<file path="src/rtl/uart_rx_if.sv">
// Bus bundle for uart_rx: the serial line and frame configuration going in,
// and the received byte with its status pulses coming out.
interface uart_rx_if;
   logic       RX_IN;
   logic       PAR_EN;
   logic       PAR_TYP;
   logic [7:0] P_DATA;
   logic       DATA_VALID;
   logic       PAR_ERR;
   logic       STP_ERR;
   logic       BUSY;

   modport master (
      output RX_IN, PAR_EN, PAR_TYP,
      input  P_DATA, DATA_VALID, PAR_ERR, STP_ERR, BUSY
   );

   modport slave (
      input  RX_IN, PAR_EN, PAR_TYP,
      output P_DATA, DATA_VALID, PAR_ERR, STP_ERR, BUSY
   );
endinterface

</file>
<file path="src/rtl/uart_rx.sv">
// Oversampling UART receiver: start, 8 data bits LSB first, optional parity, stop.
// Define UART_RX_MAJORITY_EN for 2-of-3 voting around each bit centre.
module uart_rx #(
   parameter int unsigned OVERSAMPLE = 8
) (
   input  logic      clk,
   input  logic      rst,
   uart_rx_if.slave  bus
);

   localparam int unsigned CNT_W = (OVERSAMPLE > 1) ? $clog2(OVERSAMPLE) : 1;
`ifdef UART_RX_MAJORITY_EN
   localparam int unsigned SAMPLE_AT = OVERSAMPLE / 2 + 1;
`else
   localparam int unsigned SAMPLE_AT = OVERSAMPLE / 2;
`endif
   localparam logic [CNT_W-1:0] DECIDE_CNT = CNT_W'(SAMPLE_AT);
   localparam logic [CNT_W-1:0] LAST_CNT   = CNT_W'(OVERSAMPLE - 1);
   localparam logic [CNT_W-1:0] ONE_CNT    = CNT_W'(1);

   typedef enum logic [2:0] {
      IDLE,
      START,
      DATA,
      PARITY,
      STOP
   } state_e;

   state_e           state_q, state_d;
   logic             rx_meta_q, rx_meta_d;
   logic             rx_s_q, rx_s_d;
   logic             rx_prev_q, rx_prev_d;
   logic [CNT_W-1:0] edge_cnt_q, edge_cnt_d;
   logic [2:0]       bit_idx_q, bit_idx_d;
   logic [7:0]       shift_q, shift_d;
   logic             par_en_q, par_en_d;
   logic             par_typ_q, par_typ_d;
   logic             par_bad_q, par_bad_d;
   logic [7:0]       p_data_q, p_data_d;
   logic             data_valid_q, data_valid_d;
   logic             par_err_q, par_err_d;
   logic             stp_err_q, stp_err_d;

   logic start_edge;
   logic decide;
   logic wrap;
   logic bit_val;

   assign start_edge = rx_prev_q & ~rx_s_q;
   assign decide     = (edge_cnt_q == DECIDE_CNT);
   assign wrap       = (edge_cnt_q == LAST_CNT);

`ifdef UART_RX_MAJORITY_EN
   localparam logic [CNT_W-1:0] VOTE0_CNT = CNT_W'(OVERSAMPLE / 2 - 1);
   localparam logic [CNT_W-1:0] VOTE1_CNT = CNT_W'(OVERSAMPLE / 2);

   logic [1:0] vote_q, vote_d;

   always_comb begin
      vote_d = vote_q;
      if (edge_cnt_q == VOTE0_CNT) vote_d[0] = rx_s_q;
      if (edge_cnt_q == VOTE1_CNT) vote_d[1] = rx_s_q;
   end

   // Third vote is the live sample on the decision cycle itself.
   assign bit_val = (vote_q[0] & vote_q[1]) | (vote_q[0] & rx_s_q) | (vote_q[1] & rx_s_q);

   always_ff @(posedge clk or negedge rst) begin
      if (!rst) vote_q <= '0;
      else      vote_q <= vote_d;
   end
`else
   assign bit_val = rx_s_q;
`endif

   always_comb begin
      rx_meta_d    = bus.RX_IN;
      rx_s_d       = rx_meta_q;
      rx_prev_d    = rx_s_q;
      state_d      = state_q;
      edge_cnt_d   = edge_cnt_q;
      bit_idx_d    = bit_idx_q;
      shift_d      = shift_q;
      par_en_d     = par_en_q;
      par_typ_d    = par_typ_q;
      par_bad_d    = par_bad_q;
      p_data_d     = p_data_q;
      data_valid_d = 1'b0;
      par_err_d    = 1'b0;
      stp_err_d    = 1'b0;

      if (state_q != IDLE) edge_cnt_d = wrap ? '0 : edge_cnt_q + ONE_CNT;

      // Decisions happen mid-bit; state advances on the wrap so each state spans its bit.
      case (state_q)
         IDLE: begin
            if (start_edge) begin
               state_d    = START;
               edge_cnt_d = ONE_CNT;
               bit_idx_d  = '0;
               par_en_d   = bus.PAR_EN;
               par_typ_d  = bus.PAR_TYP;
               par_bad_d  = 1'b0;
            end
         end
         START: begin
            if (decide && bit_val) begin
               state_d    = IDLE;
               edge_cnt_d = '0;
            end else if (wrap) begin
               state_d = DATA;
            end
         end
         DATA: begin
            if (decide) shift_d = {bit_val, shift_q[7:1]};
            if (wrap) begin
               if (bit_idx_q == 3'd7) begin
                  bit_idx_d = '0;
                  state_d   = par_en_q ? PARITY : STOP;
               end else begin
                  bit_idx_d = bit_idx_q + 3'd1;
               end
            end
         end
         PARITY: begin
            if (decide) par_bad_d = (bit_val != ((^shift_q) ^ par_typ_q));
            if (wrap) state_d = STOP;
         end
         STOP: begin
            if (decide) begin
               state_d    = IDLE;
               edge_cnt_d = '0;
               if (!bit_val) begin
                  stp_err_d = 1'b1;
               end else if (par_bad_q) begin
                  par_err_d = 1'b1;
               end else begin
                  p_data_d     = shift_q;
                  data_valid_d = 1'b1;
               end
            end
         end
         default: begin
            state_d    = IDLE;
            edge_cnt_d = '0;
         end
      endcase
   end

   always_ff @(posedge clk or negedge rst) begin
      if (!rst) begin
         rx_meta_q    <= 1'b1;
         rx_s_q       <= 1'b1;
         rx_prev_q    <= 1'b1;
         state_q      <= IDLE;
         edge_cnt_q   <= '0;
         bit_idx_q    <= '0;
         shift_q      <= '0;
         par_en_q     <= 1'b0;
         par_typ_q    <= 1'b0;
         par_bad_q    <= 1'b0;
         p_data_q     <= '0;
         data_valid_q <= 1'b0;
         par_err_q    <= 1'b0;
         stp_err_q    <= 1'b0;
      end else begin
         rx_meta_q    <= rx_meta_d;
         rx_s_q       <= rx_s_d;
         rx_prev_q    <= rx_prev_d;
         state_q      <= state_d;
         edge_cnt_q   <= edge_cnt_d;
         bit_idx_q    <= bit_idx_d;
         shift_q      <= shift_d;
         par_en_q     <= par_en_d;
         par_typ_q    <= par_typ_d;
         par_bad_q    <= par_bad_d;
         p_data_q     <= p_data_d;
         data_valid_q <= data_valid_d;
         par_err_q    <= par_err_d;
         stp_err_q    <= stp_err_d;
      end
   end

   assign bus.P_DATA     = p_data_q;
   assign bus.DATA_VALID = data_valid_q;
   assign bus.PAR_ERR    = par_err_q;
   assign bus.STP_ERR    = stp_err_q;
   assign bus.BUSY       = (state_q != IDLE);

endmodule

</file>
<file path="src/flat_wrapper.sv">
// flat-port wrapper written by rule: the top's interface ports become plain ports
module uart_rx_flat 
#(
   parameter int unsigned OVERSAMPLE = 8
)
  (clk, rst, bus_RX_IN, bus_PAR_EN, bus_PAR_TYP, bus_P_DATA, bus_DATA_VALID, bus_PAR_ERR, bus_STP_ERR, bus_BUSY);
  uart_rx_if bus_i ();
  input  logic clk;
  input  logic rst;
  input wire logic [$bits(bus_i.RX_IN)-1:0] bus_RX_IN;
  input wire logic [$bits(bus_i.PAR_EN)-1:0] bus_PAR_EN;
  input wire logic [$bits(bus_i.PAR_TYP)-1:0] bus_PAR_TYP;
  output wire logic [$bits(bus_i.P_DATA)-1:0] bus_P_DATA;
  output wire logic [$bits(bus_i.DATA_VALID)-1:0] bus_DATA_VALID;
  output wire logic [$bits(bus_i.PAR_ERR)-1:0] bus_PAR_ERR;
  output wire logic [$bits(bus_i.STP_ERR)-1:0] bus_STP_ERR;
  output wire logic [$bits(bus_i.BUSY)-1:0] bus_BUSY;
  assign bus_i.RX_IN = bus_RX_IN;
  assign bus_i.PAR_EN = bus_PAR_EN;
  assign bus_i.PAR_TYP = bus_PAR_TYP;
  assign bus_P_DATA = bus_i.P_DATA;
  assign bus_DATA_VALID = bus_i.DATA_VALID;
  assign bus_PAR_ERR = bus_i.PAR_ERR;
  assign bus_STP_ERR = bus_i.STP_ERR;
  assign bus_BUSY = bus_i.BUSY;
  uart_rx #(.OVERSAMPLE(OVERSAMPLE)) u_core (.clk(clk), .rst(rst), .bus(bus_i));
endmodule
</file>
<file path="config.mk">
export PLATFORM = sky130hd
export DESIGN_NAME = uart_rx_flat
export DESIGN_NICKNAME = d
export VERILOG_FILES = /design/src/rtl/uart_rx_if.sv /design/src/rtl/uart_rx.sv /design/src/flat_wrapper.sv
export SDC_FILE = /design/constraint.sdc
export NUM_CORES = 1
export LEC_CHECK = 0
export ABC_AREA = 1
export CAP_MARGIN = 20
export CORE_ASPECT_RATIO = 0.6
export CORE_UTILIZATION = 56
export DETAILED_ROUTE_END_ITERATION = 6
export DONT_BUFFER_PORTS = 1
export PLACE_DENSITY = 0.74
export REMOVE_ABC_BUFFERS = 1
export SLEW_MARGIN = 40
export SYNTH_ARGS = -nofsm -noshare
export SYNTH_HDL_FRONTEND = slang
export SYNTH_SLANG_ARGS = --single-unit
</file>
<file path="constraint.sdc">
create_clock -name clk -period 1.45 [get_ports clk]
set_clock_uncertainty 0.05 [all_clocks]
set_input_delay 0.145 -clock clk [delete_from_list [all_inputs] [get_ports clk]]
set_output_delay 0.145 -clock clk [all_outputs]
set_load 0.1 [all_outputs]
</file>
Word-level counts from Yosys, hierarchy flattened --
Cells that the tools add are included.
Cells by class: add/sub/neg operators 2, multipliers 0, divide/modulo/power cells 0, order comparisons 0, equal/unequal tests 15, shift-type cells 0, multiplexer cells 33, bitwise gates (word level) 4, reductions and logical operators 13
Operators with widths (count):
- two-way mux 3 bit | 16
- one-hot mux 3 bit (5 select lines) | 1
- two-way mux 1 bit | 13
- == test 3 bit (second input constant) | 4
- != test 2 x 1 -> 1 bit (second input constant) | 6
- one-hot mux 3 bit (4 select lines) | 1
- XOR reduction 8 bit | 1
- adder 3 x 1 -> 3 bit (second input constant) | 2
- == test 3 x 2 -> 1 bit (second input constant) | 2
- one-hot mux 3 bit (2 select lines) | 1
- AND reduction 3 bit | 2
- AND reduction 6 bit | 1
- AND reduction 2 bit | 2
- AND reduction 4 bit | 1
- nonzero test 2 bit | 2
- == test 3 x 1 -> 1 bit (second input constant) | 1
- logical NOT 3 bit | 1
- != test 3 x 1 -> 1 bit (second input constant) | 1
- nonzero test 3 bit | 1
- NOT 1 bit | 2
- one-hot mux 1 bit (2 select lines) | 1
- OR reduction 2 bit | 1
- AND 1 bit | 1
- logical AND 1 bit | 1
- other kinds (2) | 2
Storage, ports and cells: bits in registers 34, bits in latches 0, memory bits (writable) 0, bits in read-only memories 0, input bits 5, output and inout bits 12, logic and storage cells 81, memories 0

Depth between registers and ports, before layout --
Gate-level depths: netlist (run 1).
depth after elaboration 5, mapped depth 10, mapped depth without buffers 9

Least setup slack after synthesis (run 1) --
OpenSTA, ideal clock, no wires.
kind register to register, start register u_core.state_q[0], end register u_core.par_en_q, library setup time 128 ps, data arrival time 1527 ps, data required time 1272 ps, path slack -254 ps, cell stages (with the launch flop) 6, path buffers 0, clock period less this slack 1704 ps, cells stage by stage dfrtp_1 > nor2_4 > nand2_2 > inv_2 > nand2_1 > mux2_1
Between the ends: word-level cells in the longest chain between the ends 2
RTL lines:
- start: declaration | RTL line uart_rx.sv:29 | state_e state_q, state_d;
- start signal: assignment | RTL line uart_rx.sv:170 | state_q <= state_d;
- logical NOT 3 bit | RTL line uart_rx.sv:95 | case (state_q)
- AND reduction 2 bit (no line)
- end signal: assignment | RTL line uart_rx.sv:174 | par_en_q <= par_en_d;
- end: declaration | RTL line uart_rx.sv:36 | logic par_en_q, par_en_d;
No other way between the ends. A chain may end at the register's enable or synchronous reset.

Final worst setup path (run 1) --
start register u_core.edge_cnt_q[0], end register u_core.p_data_q[4] (netlist: u_core.bus.P_DATA[4])
Between the ends: word-level cells in the longest chain between the ends 2
RTL lines:
- start: declaration | RTL line uart_rx.sv:33 | logic [CNT_W-1:0] edge_cnt_q, edge_cnt_d;
- start signal: assignment | RTL line uart_rx.sv:171 | edge_cnt_q <= edge_cnt_d;
- == test 3 bit | RTL line uart_rx.sv:50 | assign decide = (edge_cnt_q == DECIDE_CNT);
- AND reduction 4 bit (no line)
- end signal: assignment | RTL line uart_rx.sv:177 | p_data_q <= p_data_d;
- end: declaration | RTL line uart_rx.sv:39 | logic [7:0] p_data_q, p_data_d;
No other way between the ends.

==> impl_metrics.json, run 1 <==
{
  "outcome": "finished, violations left",
  "violations": "setup timing",
  "yosys-top-cells-count": "55 x nand2_1, 31 x dfrtp_1, 24 x inv_1, 18 x o21ai_2, 12 x nand3_1",
  "cts_buffers": 5,
  "report.final.setup_viol": 12,
  "top_layer": "met4",
  "tightestPinTransition_ps": 370.8,
  "grt_pass1_vias": 1232,
  "die_y_um": 45.25,
  "reg2reg_from": "u_core.edge_cnt_q[0]",
  "crit_slowest_cell": "dfrtp_1",
  "ant_nets": 0,
  "rows": 15,
  "synth_top_family_by_area": "simple AND/OR/NAND/NOR gates",
  "vias_per_cell": 5.389,
  "cp_num_cells": 9,
  "path_buf_inv": 3,
  "preCtsSetupSlack_ps": -116.5,
  "ys_seq_area_share_pct": 48.96,
  "wl_met3_um": 363,
  "grt_util_all_layers_pct": 24.12,
  "ir_drop_uv": 1385,
  "final_core_util_pct": 77.98,
  "cp-start-kind": "register",
  "grt_pass1_wl_um": 5713,
  "endpoint": "u_core.bus.P_DATA[4]",
  "start_util_pct": 60.00,
  "synthAdderAreaFrac_pct": 3.584,
  "area_growth_pct": 29.96,
  "syn-instance-count": 196,
  "vias": 1525,
  "io_pins": 17,
  "clock_path_buffers": 2,
  "cp_cell_sequence": "inv_2 -> ha_4 -> nand2_4 -> nor2_4 -> inv_2 -> nor3_4 -> clkinv_4 -> nand2_1 -> o21ai_2",
  "synth_xor_area_share_pct": 0.5018,
  "crit_family": "simple AND/OR/NAND/NOR gates",
  "clock-sinks": 34,
  "cts_tree": "done",
  "synth-main-ff-cell": "dfrtp_1",
  "ys_types": 27,
  "ys_ff_latch": 34,
  "period_minus_slack_ps": 1590,
  "crit_type": "reg -> reg",
  "power_frac_seq_pct": 34.9,
  "clkTransAtPathRegs_ps": 70,
  "place.gp.congestion": 0.8686,
  "r2r_end": "u_core.bus.P_DATA[4]",
  "p_sw_mw": 1.420,
  "num-fill-cells": 181,
  "cell_internal_pwr_mw": 2.120,
  "io_buffers": 0,
  "grt_start_max_net_pins": 35,
  "min_path_type": "in -> async",
  "coreArea_um2": 2909,
  "num_antenna_cells": 0,
  "yosysMostFrequentCell": "nand2_1",
  "combPwrFrac_pct": 44.5,
  "overflow": 0,
  "synth_mux_area_share_pct": 1.290,
  "crit_path_max_fanout": 8,
  "pwr-share-clk_pct": 20.6,
  "power.leakage_nw": 1.111,
  "hpwlAfterDp_um": 2540,
  "yosysTopAreaCell": "dfrtp_1",
  "drt_iter0_drc": 124,
  "avgSynthCellArea_um2": 8.905,
  "first_pass_iters": 4,
  "synth_top_area_share_pct": 44.44,
  "timing.fmax_mhz": 629.1,
  "r2r_slack_ps": -140,
  "path_common_cell": "inv_2",
  "relSlewSlack_pct": 75.02,
  "hold_violations": 0,
  "maxCapViolCount": 0,
  "fin_crit_sh_pct": 109.6,
  "worstPathArrival_ps": 1720,
  "syn-cell-area_um2": 1745,
  "antenna_found_initial": 0,
  "synth_simple_gate_area_share_pct": 24.01,
  "slowest_delay_ps": 390,
  "startpoint": "u_core.edge_cnt_q[0]",
  "async_flop_share_pct": 100.0,
  "synth_area_leaders": "dfrtp_1 44%, nand2_1 12%, o21ai_2 9.0%",
  "die_w_um": 74.08,
  "postLayoutSetupSlackWorst_ps": -139.7,
  "worst_setup_path_end_kind": "register",
  "clock_latency_ps": 290,
  "worstRegToRegCells": 9,
  "wirelength_um": 4326,
  "m1WireLength_um": 1912,
  "required_ps": 1580,
  "rsz0062_at_grt": "true",
  "h-tree-depth": 2,
  "switching_share_pct": 40.11,
  "wl_met2_um": 1956,
  "drv_slew": 0,
  "synth-compound-area-share_pct": 13.62,
  "fp.dieArea_um2": 3352,
  "power_per_cell_area_nw_per_um2": 1560,
  "finalNetCount": 250,
  "synth_edf_count": 0,
  "drive_gt1_share_pct": 40.25,
  "yosys_warnings": 0,
  "drc": 0,
  "wl_per_cell_um": 15.29,
  "root_buffer": "clkbuf_8"
}
[cells by family after synthesis]
family / Yosys count
buffers and inverters: 33
flip-flops: 34
AO/OA/AOI/OAI: 32
multiplexers: 2
adder cells (fa/ha/maj): 5
AND/OR/NAND/NOR: 89
XOR/XNOR: 1
[registers in the layout, indices dropped and copies added, names as in the netlist, 3 cells and up]
register / flops
u_core.bit_idx_q: 3
u_core.bus.P_DATA: 8
u_core.edge_cnt_q: 3
u_core.shift_q: 8
u_core.state_q: 3
[cells in the final DEF (no fill, tap or decap), types with 3 or more instances in the layout]
cell	synthesis	layout
buf_4	0	30
buf_6	2	3
clkbuf_8	0	6
dfrtp_1	31	30
dfstp_2	3	3
dlygate4sd3_1	0	4
ha_1	5	3
inv_1	24	19
inv_2	6	9
nand2_1	55	51
nand2_2	5	7
nand3_1	12	11
nor2_1	7	5
nor2_2	1	3
nor2_4	3	3
o21ai_1	6	6
o21ai_2	18	17
[through the flow]
| stage | setup TNS [ps] | cell area [um2] | cells | hold slack [ps] | total power [mW] |
|---|---|---|---|---|---|
| final | -1102 | 2268 | 283 | 250.5 | 3.540 |
| after global routing | -2584 | 2268 | 283 | 252.6 | 3.731 |
| after CTS | -138.5 | 2147 | 276 | 248.3 | 3.323 |
| after detailed placement | -1055 | 1941 | 258 | -200.0 | 2.422 |
| after global placement | -380.3 | 1941 | 258 | -200.1 | 2.357 |
| after floorplan | -1901 | 1723 | 194 | -200.6 | 2.070 |
[routing by layer]
metal	global-route usage, %	up-vias
li1	-	713
met1	36.02	728
met2	33.64	70
met3	7.366	14
met4	6.923	0
met5	0	-
[power by group through the flow]
stage | combinational [mW] | clock [mW] | sequential [mW]
floorplan | 0.839 | 0 | 1.23
global placement | 1.13 | 0 | 1.23
detailed placement | 1.18 | 0 | 1.24
CTS | 1.36 | 0.736 | 1.23
global route | 1.70 | 0.781 | 1.25
finish | 1.57 | 0.729 | 1.24
[cell type report]
class	count	area [um2]	area share, %
clock buffer	8	90.09	3.971
timing repair buffer	38	319.1	14.07
timing repair inverter	1	8.758	0.3861
tap	42	52.55	2.317
multi-input combinational	129	817.0	36.02
sequential	34	855.8	37.73
inverter	31	125.1	5.516
[worst min path at each step]
stage / from / end / slack, ps / depth (start not counted)
2_1_floorplan: rst / u_core.bit_idx_q[0] / -200 / 0
3_3_place_gp: rst / u_core.bit_idx_q[2] / -200 / 0
3_5_place_dp: rst / u_core.bit_idx_q[1] / -200 / 0
4_1_cts: rst / u_core.bit_idx_q[1] / 250 / 2
5_1_grt: rst / u_core.bit_idx_q[1] / 250 / 2
6_report: rst / u_core.state_q[2] / 250 / 2
[timing repair]
action	CTS	global route
pin swaps	2	5
gates resized for setup	11	18
hold buffers	5	0
cloned	0	1
setup endpoints to repair	17	28
buffers inserted	5	6
hold endpoints to repair	37	0
No activity file was read; power rests on OpenSTA's default activity.
==> run 2, diff against run 1 <==
- CORE_UTILIZATION: 56 -> 50
- PLACE_DENSITY: 0.74 -> 0.7
==> run 2 against run 1 <==
Against the previous run: the run still ends with setup timing left; power up 2.2%; first-iteration DRC count shrank 4.0%; via count down 7.7%; critical path type unchanged; critical endpoint unchanged.
==> impl_metrics.json, run 2 (synthesis gave the netlist of run 1 again) <==
{
  "slowest_delay_ps": 400,
  "tightestPinTransition_ps": 282.5,
  "r2r_slack_ps": -30,
  "fin_area_um2": 2218,
  "final_cell_mix": "52 x nand2_1, 29 x dfrtp_1, 25 x buf_4",
  "hold_violations": 0,
  "final_core_util_pct": 67.57,
  "timing.fmax_mhz": 673.5,
  "grt_pass1_vias": 1224,
  "outcome": "finished, violations left",
  "placed_area_um2": 1944,
  "report.final.setup_viol": 13,
  "timing.hold.ws_ps": 242.7,
  "clock_latency_ps": 290,
  "switching_share_pct": 39.10,
  "worstRegToRegCells": 9,
  "postLayoutSetupSlackWorst_ps": -34.86,
  "die_y_um": 47.77,
  "crit_path_max_fanout": 16,
  "finalNetCount": 242,
  "cp-start-kind": "register",
  "grt_pass1_wl_um": 5678,
  "reg2reg_from": "u_core.edge_cnt_q[0]",
  "vias": 1407,
  "clock-sinks": 34,
  "worst_setup_path_end_kind": "register",
  "first_pass_iters": 4,
  "coreArea_um2": 3283,
  "cp_cell_sequence": "inv_2 -> ha_4 -> nand2_4 -> nor2_4 -> inv_2 -> nor3_4 -> inv_4 -> nand2_1 -> o21ai_2",
  "die_w_um": 78.28,
  "num_antenna_cells": 0,
  "crit_slowest_cell": "dfrtp_1",
  "io_pins": 17,
  "hpwlAfterDp_um": 2569,
  "ant_nets": 0,
  "pwr-share-clk_pct": 24.0,
  "min_path_type": "in -> async",
  "grt_util_all_layers_pct": 21.30,
  "cts_tree": "done",
  "wirelength_um": 3731,
  "root_buffer": "clkbuf_8",
  "crit_family": "simple AND/OR/NAND/NOR gates",
  "path_buf_inv": 3,
  "relSlewSlack_pct": 81.02,
  "maxCapViolCount": 0,
  "start_util_pct": 53.16,
  "clkTransAtPathRegs_ps": 70,
  "violations": "setup timing",
  "period_minus_slack_ps": 1485,
  "grt_start_max_net_pins": 35,
  "wl_per_cell_um": 13.42,
  "ir_drop_uv": 999.4,
  "crit_type": "reg -> reg",
  "cell_internal_pwr_mw": 2.203,
  "cts_buffers": 5,
  "drv_slew": 0,
  "worstPathArrival_ps": 1610,
  "antenna_found_initial": 0,
  "fin_crit_sh_pct": 102.4,
  "required_ps": 1570,
  "power.leakage_nw": 1.076,
  "overflow": 0,
  "rsz0062_at_grt": "true",
  "drt_iter0_drc": 119,
  "combPwrFrac_pct": 41.8,
  "p_sw_mw": 1.414,
  "power_per_cell_area_nw_per_um2": 1630,
  "place.gp.congestion": 0.8323,
  "h-tree-depth": 2,
  "setup_tns_ps": -209.9,
  "power_frac_seq_pct": 34.2,
  "area_growth_pct": 27.10,
  "vias_per_cell": 5.061,
  "rows": 16,
  "fp.dieArea_um2": 3739,
  "clock_path_buffers": 2,
  "r2r_end": "u_core.bus.P_DATA[4]",
  "path_common_cell": "inv_2",
  "drive_gt1_share_pct": 39.48,
  "final_common_cell": "nand2_1",
  "io_buffers": 0,
  "preCtsSetupSlack_ps": -141.7,
  "drc": 0
}
run 2: layout make-up:
type                    instances  area (um2)
fillers                       248        1065
flip-flops and latches         34       857.1
multi-input cells             129       812.0
repair buffers                 31       259.0
inverters                      31       120.1
clock buffers                   5       68.82
well taps                      45       56.30
clock inverters                 3       45.04
run 2: power groups by stage:
| stage | combinational [mW] | sequential (mW) | clock, mW |
|---|---|---|---|
| after global placement | 1.13 | 1.23 | 0 |
| after detailed placement | 1.19 | 1.24 | 0 |
| final | 1.51 | 1.24 | 0.867 |
| after global routing | 1.65 | 1.25 | 0.950 |
| after CTS | 1.37 | 1.23 | 0.894 |
| after floorplan | 0.839 | 1.23 | 0 |
run 2: worst max path at each step:
stage          cells past startpoint            startpoint                   end
2_1_floorplan                      5     u_core.state_q[0]       u_core.par_en_q
3_3_place_gp                       9  u_core.edge_cnt_q[0]  u_core.bus.P_DATA[7]
3_5_place_dp                       9  u_core.edge_cnt_q[0]  u_core.edge_cnt_q[0]
4_1_cts                            9  u_core.edge_cnt_q[0]  u_core.bus.P_DATA[4]
5_1_grt                            9  u_core.edge_cnt_q[0]  u_core.bus.P_DATA[4]
6_report                           9  u_core.edge_cnt_q[0]  u_core.bus.P_DATA[4]
run 2: stage by stage:
step,cells,total power [mW]
after global placement,261,2.355
after global routing,278,3.849
final,278,3.617
after detailed placement,261,2.431
after CTS,277,3.495
after floorplan,194,2.070
run 2: repair_timing:
action | 4_1_cts | 5_1_grt
hold buffers | 5 | 0
buffers inserted | 3 | 1
resized for setup | 16 | 8
hold endpoints to repair | 37 | 0
pin swaps | 2 | 3
endpoints found under the setup margin | 20 | 29
run 2: metal layers:
| layer | share of wire (%) | global-route usage [%] | wire length (um) |
|---|---|---|---|
| met2 | 45 | 32.63 | 1682 |
| met1 | 47 | 28.79 | 1735 |
| met3 | 6.6 | 6.095 | 246 |
| met5 | 0 | 0 | 0 |
| met4 | 1.8 | 10.00 | 67 |
==> variant (config.mk and constraints of run 2) <==
`OVERSAMPLE` is set to 8 in 2 places; all go to 16.
--- a/src/rtl/uart_rx.sv
+++ b/src/rtl/uart_rx.sv
@@ -1,7 +1,7 @@
 // Oversampling UART receiver: start, 8 data bits LSB first, optional parity, stop.
 // Define UART_RX_MAJORITY_EN for 2-of-3 voting around each bit centre.
 module uart_rx #(
-   parameter int unsigned OVERSAMPLE = 8
+   parameter int unsigned OVERSAMPLE = 16
 ) (
    input  logic      clk,
    input  logic      rst,
--- a/src/flat_wrapper.sv
+++ b/src/flat_wrapper.sv
@@ -1,7 +1,7 @@
 // flat-port wrapper written by rule: the top's interface ports become plain ports
 module uart_rx_flat 
 #(
-   parameter int unsigned OVERSAMPLE = 8
+   parameter int unsigned OVERSAMPLE = 16
 )
   (clk, rst, bus_RX_IN, bus_PAR_EN, bus_PAR_TYP, bus_P_DATA, bus_DATA_VALID, bus_PAR_ERR, bus_STP_ERR, bus_BUSY);
   uart_rx_if bus_i ();
Behaviour: not the same (Yosys sat finds a counterexample within 10 cycles, from zero or initial values and one cycle with rst low).
==> variant against run 2 <==
The run still ends with setup timing left; critical path type unchanged; largest power group unchanged; non-clock buffer count is 11 higher; synthesized area is 0.79% higher; worst setup slack lost 0.19 ns; highest routed layer unchanged; via count grew 20%; synthesized cell count grew 5.6%; wire length grew 32%; sequential power up 6%; final area increased by 7.2%; sequential cell count is 1 higher; power up 10%; combinational power grew 31%.
==> variant: results (changes against run 2) <==
Critical path
  – Critical path's slowest cell: dfrtp_1
  – R2R depth: 11 (+2)
  – Worst Path Max Fanout: 5 (-11)
  – CP delay by family, top: simple AND/OR/NAND/NOR gates
  – Highest cell delay on the worst timing path: 0.40 ns (about the same)
  – CP Launch Point: u_core.edge_cnt_q[0]$_DFF_PN0_
  – Worst EP arrival: 1.80 ns (+0.19 ns)
  – Critical R2R Capture: u_core.state_q[0]$_DFFE_PN0P_

Final layout
  – Antenna cells: 0 (unchanged)
  – Net count, final: 265 (+9.5%)
  – Non-Filler Instances: 302 (+8.6%)
  – Layout cells sized above 1: 37.4% (-2.1 points)

Clock tree
  – Num CTS Buffers: 5 (unchanged)
  – Later-pin clock latency in the skew report: 0.29 ns (about the same)
  – Clock root cell: clkbuf_8
  – Clock transition at path regs: 0.08 ns
  – Longest Clk Path Bufs: 2 (unchanged)
  – H-tree depth: 2 (unchanged)

Yosys
  – Syn avg cell area: 8.50 sq um (-4.6%)
  – Synth cell types: 24 (-11%)
  – Yosys warns: 0 (unchanged)
  – Primary FF master, synth: dfrtp_1
  – Sequential area share after synthesis: 50.0% (+1.0 points)
  – Post-synth ARST share: 100% (unchanged)
  – Commonest cells post-synth: nand2_1, dfrtp_1, inv_1, nand3_1, o21ai_0
  – Top cells by area, synth: dfrtp_1, nand2_1, inv_1
  – Share of the synthesized area in the top cell type: 45.5% (+1.1 points)

STA
  – Max_slew headroom: 82.0% (+0.93 points)
  – Setup WS post-layout: -0.227 ns (-0.192 ns)
  – Setup violations, final: 30 (+17)
  – Hold WS: 0.246 ns (+0.00324 ns)
  – Setup_tns: -2.68 ns (-2.47 ns)

Min path
  – Worst min-delay path category: in2async

Power and ir drop
  – Peak VDD IR: 0.926 mV (-7.3%)
  – Reg power frac: 33.0% (-1.2 points)
  – Switching share of power: 41.5% (+2.4 points)
  – Comb power frac: 49.8% (+8.0 points)
  – P_leak: 1.18 nW (+9.4%)
  – Clk pwr: 686 uW (-21%)

Placement
  – Dpl cells: 275 (+5.4%)
  – GP Congestion: 0.874 (+5.0%)
  – DPL Wire Length: 2660 microns (+3.7%)
  – Pre-CTS setup slack: -0.141 ns (+0.000910 ns)
  – IO Port Bufs: 0 (unchanged)
  – Post-placement cell area: 2000 sq um (+2.8%)

Global routing
  – Initial antenna violation count: 0 (unchanged)
  – Largest net degree at the start of global routing: 36 (+2.9%)
  – Vias in the first global route: 1412 (+15%)
  – First-pass GRT wire length: 6670 microns (+18%)
  – Overall Global Routing Usage: 24.7% (+3.4 points)

Detailed routing
  – DRT Pass-1 Iters: 5 (+1)
  – WL/cell: 16.2 microns (+21%)
  – Iteration-0 DRC count of the detailed router: 237 (+99%)
  – Via-to-Cell Ratio: 5.59 (+10%)

Run status
  – Outcome: complete, but fails checks
  – Failing checks: setup timing
## variant: cell types whose count changed after synthesis, sizes merged
cell,run 2,this run
nand3,12,15
o21ai,26,21
a21oi,2,3
nand4,0,5
o22ai,1,0
a22oi,2,1
nand2,61,72
clkinv,1,0
ha,5,4
nor3,4,3
nor2,11,13
nor3b,1,0
o2111ai,1,0
dfrtp,31,32
## variant: per-layer routing
layer  up-vias  GRT usage [%]  part of all wire, %
met5         -              0                    0
met4         0           12.2                  3.2
met3        23           5.90                  7.6
met2       104           39.0                   47
met1       797           33.0                   42
li1        763              -                    -
## variant: what timing repair did
item,4_1_cts,5_1_grt
endpoints found under the setup margin,21,31
pin swaps,12,14
cloned,2,0
gates resized for setup,18,18
buffers inserted,6,6
hold endpoints to repair,38,0
hold buffers,5,0
## variant: layout make-up
| class | instances | area (sq um) |
|---|---|---|
| fillers | 225 | 925 |
| multi-input cells | 142 | 880 |
| repair buffers | 42 | 370 |
| inverters | 30 | 113 |
| flip-flops and latches | 35 | 880 |
| clock buffers | 8 | 80.1 |
| well taps | 45 | 56.3 |
## variant: worst max-delay path by stage
stage	to	cells past startpoint
after global placement	u_core.state_q[0]$_DFFE_PN0P_	11
after floorplan	u_core.state_q[0]$_DFFE_PN0P_	7
after global routing	u_core.state_q[0]$_DFFE_PN0P_	11
after detailed placement	u_core.state_q[1]$_DFFE_PN0P_	11
after CTS	u_core.state_q[1]$_DFFE_PN0P_	11
final	u_core.state_q[0]$_DFFE_PN0P_	11
## variant: kinds of logic (layout without fill, tap and decap cells)
family,Yosys count,in the layout,synth area share [%]
xor+xnor,1,1,0.498
simple gates,108,110,29.1
buf+inv,32,80,7.33
fa+ha+maj,4,4,2.85
flops,35,35,50.0
mux,2,2,1.28
compound gates,25,25,8.96
